$ cat src/rtl/mem_burst_arbiter_pkg.sv
// Shared definitions for the two-requester memory burst arbiter:
// FSM states, requester indices and default widths.
package mem_burst_arbiter_pkg;

  typedef enum logic [1:0] {
    ST_IDLE  = 2'd0,
    ST_ISSUE = 2'd1,
    ST_XFER  = 2'd2
  } state_t;

  localparam int REQ_ICACHE = 0;
  localparam int REQ_DCACHE = 1;

  localparam int DEF_ADDR_WIDTH = 32;
  localparam int DEF_DATA_WIDTH = 32;
  localparam int DEF_LEN_WIDTH  = 4;

endpackage

$ cat src/rtl/mem_burst_arbiter_slot.sv
// One requester's pending flag plus its captured burst address and length.
// A new request is taken when idle, or in the same cycle the current one completes.
module arb_request_slot
  import mem_burst_arbiter_pkg::*;
#(
  parameter int ADDR_WIDTH = DEF_ADDR_WIDTH,
  parameter int LEN_WIDTH  = DEF_LEN_WIDTH
) (
  input  logic                  clk,
  input  logic                  rst_n,
  input  logic                  set,
  input  logic                  clr,
  input  logic [ADDR_WIDTH-1:0] addr_in,
  input  logic [LEN_WIDTH-1:0]  len_in,
  output logic                  pending,
  output logic [ADDR_WIDTH-1:0] addr,
  output logic [LEN_WIDTH-1:0]  len
);

  logic                  pending_reg;
  logic [ADDR_WIDTH-1:0] addr_reg;
  logic [LEN_WIDTH-1:0]  len_reg;
  logic                  capture;

  // Set wins over clear so a re-request on the completing beat is kept.
  assign capture = set && (!pending_reg || clr);

  always_ff @(posedge clk or negedge rst_n) begin
    if (!rst_n) begin
      pending_reg <= 1'b0;
      addr_reg    <= '0;
      len_reg     <= '0;
    end else if (capture) begin
      pending_reg <= 1'b1;
      addr_reg    <= addr_in;
      len_reg     <= len_in;
    end else if (clr) begin
      pending_reg <= 1'b0;
    end
  end

  assign pending = pending_reg;
  assign addr    = addr_reg;
  assign len     = len_reg;

endmodule

$ cat src/rtl/mem_burst_arbiter.sv
// Arbitrates instruction/data cache burst reads onto one memory port.
// Define ARB_ROUND_ROBIN_EN for round-robin ties; otherwise the icache always wins.
module mem_burst_arbiter
  import mem_burst_arbiter_pkg::*;
#(
  parameter int ADDR_WIDTH = DEF_ADDR_WIDTH,
  parameter int DATA_WIDTH = DEF_DATA_WIDTH,
  parameter int LEN_WIDTH  = DEF_LEN_WIDTH
) (
  input  logic                  clk,
  input  logic                  rst_n,
  input  logic [1:0]            req_i,
  input  logic [ADDR_WIDTH-1:0] addr0_i,
  input  logic [ADDR_WIDTH-1:0] addr1_i,
  input  logic [LEN_WIDTH-1:0]  len0_i,
  input  logic [LEN_WIDTH-1:0]  len1_i,
  output logic [DATA_WIDTH-1:0] rdata_o,
  output logic [1:0]            rvalid_o,
  output logic [1:0]            rlast_o,
  output logic [1:0]            busy_o,
  output logic                  mem_req,
  output logic [ADDR_WIDTH-1:0] mem_addr,
  output logic [LEN_WIDTH-1:0]  mem_burst_len,
  input  logic                  mem_ready,
  input  logic [DATA_WIDTH-1:0] mem_data,
  input  logic                  mem_valid,
  input  logic                  mem_last
);

  state_t                state_reg, state_next;
  logic                  grant_reg, grant_next;
  logic [LEN_WIDTH-1:0]  cnt_reg;
  logic [1:0]            pending;
  logic [1:0]            clr;
  logic [ADDR_WIDTH-1:0] slot_addr [2];
  logic [LEN_WIDTH-1:0]  slot_len  [2];
  logic                  accept;
  logic                  complete;
  logic                  pick;

  generate
    for (genvar gi = 0; gi < 2; gi++) begin : g_slot
      arb_request_slot #(
        .ADDR_WIDTH(ADDR_WIDTH),
        .LEN_WIDTH (LEN_WIDTH)
      ) u_slot (
        .clk    (clk),
        .rst_n  (rst_n),
        .set    (req_i[gi]),
        .clr    (clr[gi]),
        .addr_in((gi == REQ_ICACHE) ? addr0_i : addr1_i),
        .len_in ((gi == REQ_ICACHE) ? len0_i : len1_i),
        .pending(pending[gi]),
        .addr   (slot_addr[gi]),
        .len    (slot_len[gi])
      );
    end
  endgenerate

  assign accept   = (state_reg == ST_ISSUE) && mem_ready;
  assign complete = (state_reg == ST_XFER) && mem_valid &&
                    (mem_last || (cnt_reg == slot_len[grant_reg]));
  assign clr[REQ_ICACHE] = complete && !grant_reg;
  assign clr[REQ_DCACHE] = complete && grant_reg;
  assign busy_o = pending;

`ifdef ARB_ROUND_ROBIN_EN
  // Pointer holds the requester preferred on the next tie.
  logic rr_ptr_reg;

  always_ff @(posedge clk or negedge rst_n) begin
    if (!rst_n) begin
      rr_ptr_reg <= 1'b0;
    end else if (complete) begin
      rr_ptr_reg <= !grant_reg;
    end
  end

  assign pick = (&pending) ? rr_ptr_reg : !pending[REQ_ICACHE];
`else
  assign pick = !pending[REQ_ICACHE];
`endif

  always_ff @(posedge clk or negedge rst_n) begin
    if (!rst_n) begin
      state_reg <= ST_IDLE;
      grant_reg <= 1'b0;
      cnt_reg   <= '0;
    end else begin
      state_reg <= state_next;
      grant_reg <= grant_next;
      if (accept) begin
        cnt_reg <= '0;
      end else if ((state_reg == ST_XFER) && mem_valid) begin
        cnt_reg <= cnt_reg + 1'b1;
      end
    end
  end

  always_comb begin
    state_next = state_reg;
    grant_next = grant_reg;
    case (state_reg)
      ST_IDLE: begin
        if (|pending) begin
          state_next = ST_ISSUE;
          grant_next = pick;
        end
      end
      ST_ISSUE: if (mem_ready) state_next = ST_XFER;
      ST_XFER:  if (complete) state_next = ST_IDLE;
      default:  state_next = ST_IDLE;
    endcase
  end

  always_comb begin
    mem_req       = 1'b0;
    mem_addr      = '0;
    mem_burst_len = '0;
    rdata_o       = '0;
    rvalid_o      = '0;
    rlast_o       = '0;
    case (state_reg)
      ST_ISSUE: begin
        mem_req       = 1'b1;
        mem_addr      = slot_addr[grant_reg];
        mem_burst_len = slot_len[grant_reg];
      end
      ST_XFER: begin
        rdata_o             = mem_data;
        rvalid_o[grant_reg] = mem_valid;
        rlast_o[grant_reg]  = complete;
      end
      default: ;
    endcase
  end

endmodule

$ cat config.mk
export PLATFORM = sky130hd
export DESIGN_NAME = mem_burst_arbiter
export DESIGN_NICKNAME = d
export VERILOG_FILES = /design/src/rtl/mem_burst_arbiter_pkg.sv /design/src/rtl/mem_burst_arbiter_slot.sv /design/src/rtl/mem_burst_arbiter.sv
export SDC_FILE = /design/constraint.sdc
export NUM_CORES = 1
export LEC_CHECK = 0
export ABC_CLOCK_PERIOD_IN_PS = 2200
export BUFFER_PORTS_ARGS = -buffer_cell sky130_fd_sc_hd__buf_2
export CAP_MARGIN = 0
export CORE_MARGIN = 1.5
export CORE_UTILIZATION = 43
export DETAILED_ROUTE_END_ITERATION = 12
export HOLD_SLACK_MARGIN = 0.06
export MAX_ROUTING_LAYER = met4
export PLACE_DENSITY = 0.85
export SLEW_MARGIN = 20
export SYNTH_ARGS = -nofsm -noshare
export SYNTH_HDL_FRONTEND = slang
export SYNTH_SLANG_ARGS = --single-unit
$ cat constraint.sdc
create_clock -name clk -period 2.2 [get_ports clk]
set_input_delay 0.22 -clock clk [delete_from_list [all_inputs] [get_ports clk]]
set_output_delay 0.22 -clock clk [all_outputs]
set_load 0.05 [all_outputs]
==> metrics, run 1 <==
maximum vdd drop 1.142 mV; Syn Nets 447; Antenna Nets Post-Route 0; Post-Syn Area 0.004288 mm2; Clock Pin Slew Worst Setup and Hold Paths 0.09 ns; Pleak 3.336 nW; Final TNS setup -5.810 ns; FP Rows 36; Clock Sinks 81; slowest CP cell dfrtp_2; status finished with violations; critical-path cell list buf_6, mux2i_4, xnor2_2, nor4_4, buf_4, o311ai_4, buf_4, clkbuf_16, mux2_4; Placer Congestion 0.7589; Synth cell types 35; CTS tree built; endpoints failing setup 74; placed instance area 0.005441 mm2; Net Sw Frac 0.4501; via/cell ratio 4.860; Final Hold Violating Endpoints 0; ANT cells 0; largest net degree at the start of global routing 42; P per Cell Area 1578 mW/mm2; Worst slew margin 0.6270; clk_skew 0.01377 ns; Die Span Y 102.9 um; Via Count 3,266; CP peak stage delay 0.49 ns; num ports 186; Num CTS Buffers 9; Largest register FFs 64; H-tree levels 3; Worst Hold Class input pin to register; Initial Util 0.4407; violations in the final reports setup timing; full die area 0.01058 mm2; most common cell after layout, fill and taps aside buf_2; later-pin clock latency in the skew report 0.34 ns; global-route wire length before repair 16,620 um; drt drc 0; Clock Path Buffers 2; Mean Syn Cell Area 12.80 um2; critical path class register to register; final instance area 0.006053 mm2; vias in the first global route 3,365; WL/cell 16.98 um; Data required, critical path 2.42 ns; Flop pwr share 0.281; P_sw 4.301 mW; critical path arrival 2.52 ns; warnings from Yosys 0; Overall Global Routing Usage 0.2109; commonest cells after routing, fill and taps aside buf_2, dfrtp_1, mux2_4; maximum fanout along the worst path 12; Seq cells post-synth 81; period utilisation layout 1.047; synthesized instance count 335; power share of the combinational group 0.570; Worst-Margin Slew 0.5595 ns; nets@finish 646; worst hold margin 0.1025 ns; area delta synth->final 41.17%; CP most frequent cell buf_4; Total Wirelength 11,410 um; Slew Limit Fails 0; PortBufs 185; Int Pwr 5.254 mW; sequential share of the synthesized area 0.4727; crit path time final 2.304 ns; die width 102.9 um; 1st-pass router iterations 4; root buf cell clkbuf_8; grt total ovfl 0; share of cells above drive strength 1 0.6364; CP Launch Type register; Worst setup EP type register; max cap viols 0; hpwl dp 7681 um; antenna violations before repair 0; total core area 0.009729 mm2; setup slack after layout -0.1038 ns; initial detailed-routing violation count 111; clock share of power 0.149; unrepaired setup endpoints after global routing true; number of fill cells 787; Peak Freq 434.1 MHz
routing by layer:
layer / global-route usage / up-vias / wire (um)
li1: - / 1551 / -
met1: 0.2753 / 1622 / 5246
met2: 0.3434 / 82 / 5659
met3: 0.03458 / 11 / 397
met4: 0.05613 / 0 / 108
met5: - / - / 0
final cells by class:
class | instances | area [um2] | share of cell area
multi-input cells | 223 | 2273 | 0.3756
flip-flops and latches | 81 | 2028 | 0.3351
repair buffers | 213 | 1304 | 0.2154
well taps | 133 | 166.4 | 0.02749
clock buffers | 11 | 131.4 | 0.02170
clock inverters | 5 | 127.6 | 0.02108
inverters | 6 | 22.52 | 0.003721
critical path, delay by kind of cell (launching register included):
kind	cells	cell delay, ns
compound gates	1	0.27
xor+xnor	1	0.15
buf+inv	4	0.65
flops	1	0.49
mux	2	0.54
simple gates	1	0.06
stage by stage:
stage / util / power (mW) / instances / setup slack (ns)
after floorplan: - / 6.633 / 335 / -0.08459
after global placement: 0.5593 / 7.600 / 641 / 0.08576
after detailed placement: 0.5593 / 7.749 / 641 / 0.01760
after CTS: 0.5953 / 9.364 / 661 / -0.09831
after global routing: 0.6222 / 10.05 / 672 / -0.2226
final: 0.6222 / 9.555 / 672 / -0.1038
final timing paths:
check                                              start                   endpoint  slack (ns)  cells after the start
worst max-delay path                           grant_reg    g_slot[0].u_slot.len[3]       -0.10                      9
worst min-delay path                         addr0_i[25]  g_slot[0].u_slot.addr[25]        0.10                      2
worst max register to register                 grant_reg    g_slot[0].u_slot.len[3]       -0.10                      9
worst min register to register  g_slot[0].u_slot.addr[9]   g_slot[0].u_slot.addr[9]        0.51                      1
max in group asynchronous                          rst_n                  grant_reg        1.13                      3
min in group asynchronous                          rst_n   g_slot[0].u_slot.addr[4]        0.41                      2
cell usage after synthesis (all sizes together):
cell type  count  area, um2
dfrtp         81       2027
mux2          72       1036
nor2          40      150.1
mux2i         36      360.4
and2          32      200.2
buf           16      121.4
clkbuf         9      33.78
a21oi          7      35.03
inv            6      22.52
nand2          5      18.77
xnor2          4      35.03
a21boi         2      15.01
a311oi         2      17.52
nand2b         2      12.51
nand3          2      10.01
nor2b          2      12.51
o21ai          2      10.01
o311ai         2      52.55
a211oi         1      7.510
a221oi         1      8.760
a22o           1      8.760
a31o           1      8.760
a31oi          1      6.260
a41o           1      10.01
and4           1      8.760
ha             1      12.51
nand3b         1      7.510
nand4          1      6.260
nor3           1      5.000
nor4           1      21.27
or2            1      6.260
power by group through the flow:
stage | clock (mW) | sequential (mW) | combinational [mW]
after CTS | 1.44 | 2.66 | 5.26
after detailed placement | 0 | 2.65 | 5.10
after floorplan | 0 | 2.46 | 4.18
final | 1.42 | 2.68 | 5.45
after global routing | 1.51 | 2.77 | 5.77
after global placement | 0 | 2.61 | 4.99
cell families after synthesis:
group	after synthesis	synth area share
muxes	108	0.3256
and+or+nand+nor	89	0.1071
DFF	81	0.4727
buffers and inverters	31	0.04143
AOI/OAI and AO/OA	21	0.04202
xor gates and xnor gates	4	0.008170
adders and majority gates	1	0.002918
repair_timing:
action                                 4_1_cts  5_1_grt
setup endpoints to repair                    2       74
endpoints found under the hold margin       40        1
resized for setup                           12       25
hold buffers                                 1        1
buffers inserted                             3        5
gates cloned                                 0        5
pin swaps                                    2        4
No activity file was read; power rests on OpenSTA's default activity.
==> inputs of run 2 (changes only) <==
PLACE_DENSITY = 0.78   (was 0.85)
==> metrics, run 2 (synthesized netlist as in run 1, its figures left out) <==
status finished with violations (unchanged); violations in the final reports setup timing (unchanged); final instance area 0.006103 mm2 (was 0.006053 mm2); full die area 0.01058 mm2 (unchanged); Data required, critical path 2.45 ns (was 2.42 ns); critical path class register to register (unchanged); area delta synth->final 42.34% (was 41.17%); grt total ovfl 0 (unchanged); max cap viols 0 (unchanged); nets@finish 650 (was 646); initial detailed-routing violation count 88 (was 111); dpl cells 641 (unchanged); period utilisation layout 1.087 (was 1.047); critical path arrival 2.65 ns (was 2.52 ns); maximum fanout along the worst path 7 (was 12); via/cell ratio 4.910 (was 4.860); 1st-pass router iterations 4 (unchanged); commonest cells after routing, fill and taps aside buf_2, dfrtp_1, mux2_4 (unchanged); Placer Congestion 0.8412 (was 0.7589); final instance count without filler cells 677 (was 672); global-route wire length before repair 16,390 um (was 16,620 um); worst hold stages 2 (unchanged); Pwr Total 9.393 mW (was 9.555 mW); root buf cell clkbuf_8 (unchanged); Worst slew margin 0.4510 (was 0.6270); largest net degree at the start of global routing 63 (was 42); CP Launch Type register (unchanged); H-tree levels 3 (unchanged); FP Rows 36 (unchanged); later-pin clock latency in the skew report 0.36 ns (was 0.34 ns); CTS tree built (unchanged); most common cell after layout, fill and taps aside buf_2 (unchanged); PortBufs 185 (unchanged); endpoints failing setup 74 (unchanged); P per Cell Area 1539 mW/mm2 (was 1578 mW/mm2); worst slack at placement -0.06492 ns (was 0.01760 ns); Num CTS Buffers 9 (unchanged); Final TNS setup -7.597 ns (was -5.810 ns); placed instance area 0.005429 mm2 (was 0.005441 mm2); Clock Sinks 81 (unchanged); maximum vdd drop 0.9425 mV (was 1.142 mV); Via Count 3,324 (was 3,266); num ports 186 (unchanged); hpwl dp 7653 um (was 7681 um); Peak Freq 418.3 MHz (was 434.1 MHz); drt drc 0 (unchanged); Worst Hold Path EP g_slot[1].u_slot.len[2] (was g_slot[0].u_slot.addr[25]); Overall Global Routing Usage 0.2109 (about the same); clk_skew 0.008641 ns (was 0.01377 ns); Pleak 3.342 nW (was 3.336 nW); Total Wirelength 12,020 um (was 11,410 um); FF-to-FF Start grant_reg (unchanged); Final Hold Violating Endpoints 0 (unchanged); crit path time final 2.391 ns (was 2.304 ns); Worst setup EP type register (unchanged); R2R Path End g_slot[0].u_slot.addr[18] (was g_slot[0].u_slot.len[3]); unrepaired setup endpoints after global routing true (unchanged); hold wc startpoint len1_i[2] (was addr0_i[25]); setup slack after layout -0.1907 ns (was -0.1038 ns); share of cells above drive strength 1 0.6464 (was 0.6364); flop2flop setup slack -0.19 ns (was -0.10 ns); Die Span Y 102.9 um (unchanged); Antenna Nets Post-Route 0 (unchanged); Clock Pin Slew Worst Setup and Hold Paths 0.09 ns (about the same); Worst-Margin Slew 0.8236 ns (was 0.5595 ns); Worst Hold Class input pin to register (unchanged); antenna violations before repair 1 (was 0); die width 102.9 um (unchanged); Initial Util 0.4407 (unchanged); vias in the first global route 3,245 (was 3,365); Slew Limit Fails 0 (unchanged); WL/cell 17.76 um (was 16.98 um); total core area 0.009729 mm2 (unchanged); Largest register FFs 64 (unchanged); FF-to-FF path depth 9 (unchanged); Clock Path Buffers 2 (unchanged)
run 2: cell type report:
type | instances | area (um2)
diodes | 1 | 2.502
fillers | 782 | 3626
clock buffers | 9 | 123.9
inverters | 6 | 22.52
flip-flops and latches | 81 | 2028
well taps | 133 | 166.4
repair buffers | 217 | 1399
multi-input cells | 223 | 2307
clock inverters | 7 | 53.80
run 2: layer usage:
layer / global-route usage / part of all wire / up-vias
met5: - / 0 / -
met4: 0.04262 / 0.014 / 0
met3: 0.07254 / 0.070 / 14
met2: 0.3561 / 0.49 / 121
met1: 0.2458 / 0.42 / 1635
li1: - / - / 1554
run 2: how the worst max path moves through the flow:
stage | end | startpoint | depth (start not counted) | slack, ns
after floorplan | rlast_o[1] | grant_reg | 6 | -0.08
after global placement | g_slot[1].u_slot.addr[23] | grant_reg | 7 | 0.08
final | g_slot[0].u_slot.addr[18] | grant_reg | 9 | -0.19
after CTS | g_slot[0].u_slot.addr[20] | grant_reg | 9 | -0.18
after detailed placement | g_slot[1].u_slot.addr[22] | grant_reg | 7 | -0.06
after global routing | rlast_o[0] | grant_reg | 7 | -0.32
run 2: metrics by stage:
| step | hold WS [ns] | util |
|---|---|---|
| finish | 0.08119 | 0.6273 |
| global route | 0.06433 | 0.6273 |
| CTS | 0.06549 | 0.5916 |
| detailed placement | 0.3612 | 0.5580 |
| global placement | 0.3429 | 0.5580 |
| floorplan | -0.07559 | - |
run 2: repair_timing:
action | in CTS | in global routing
cloned | 1 | 6
endpoints found under the setup margin | 77 | 108
hold endpoints to repair | 61 | 1
hold buffers | 2 | 1
pin swaps | 0 | 6
setup buffers | 5 | 6
gates resized for setup | 14 | 46
run 2: power by group:
group	internal, mW	total (mW)	switching [mW]
Combinational	2.36	5.66	3.30
Sequential	2.17	2.71	0.544
Clock	0.419	1.02	0.598
run 2: critical path, stage by stage, from the launching register on:
cell and delay (ns):
dfrtp_2 0.50, buf_6 0.16, mux2i_4 0.18, xnor2_2 0.21, nor4_4 0.06, buf_6 0.14, o311ai_4 0.37, buf_6 0.18
clkbuf_16 0.17, mux2_4 0.30
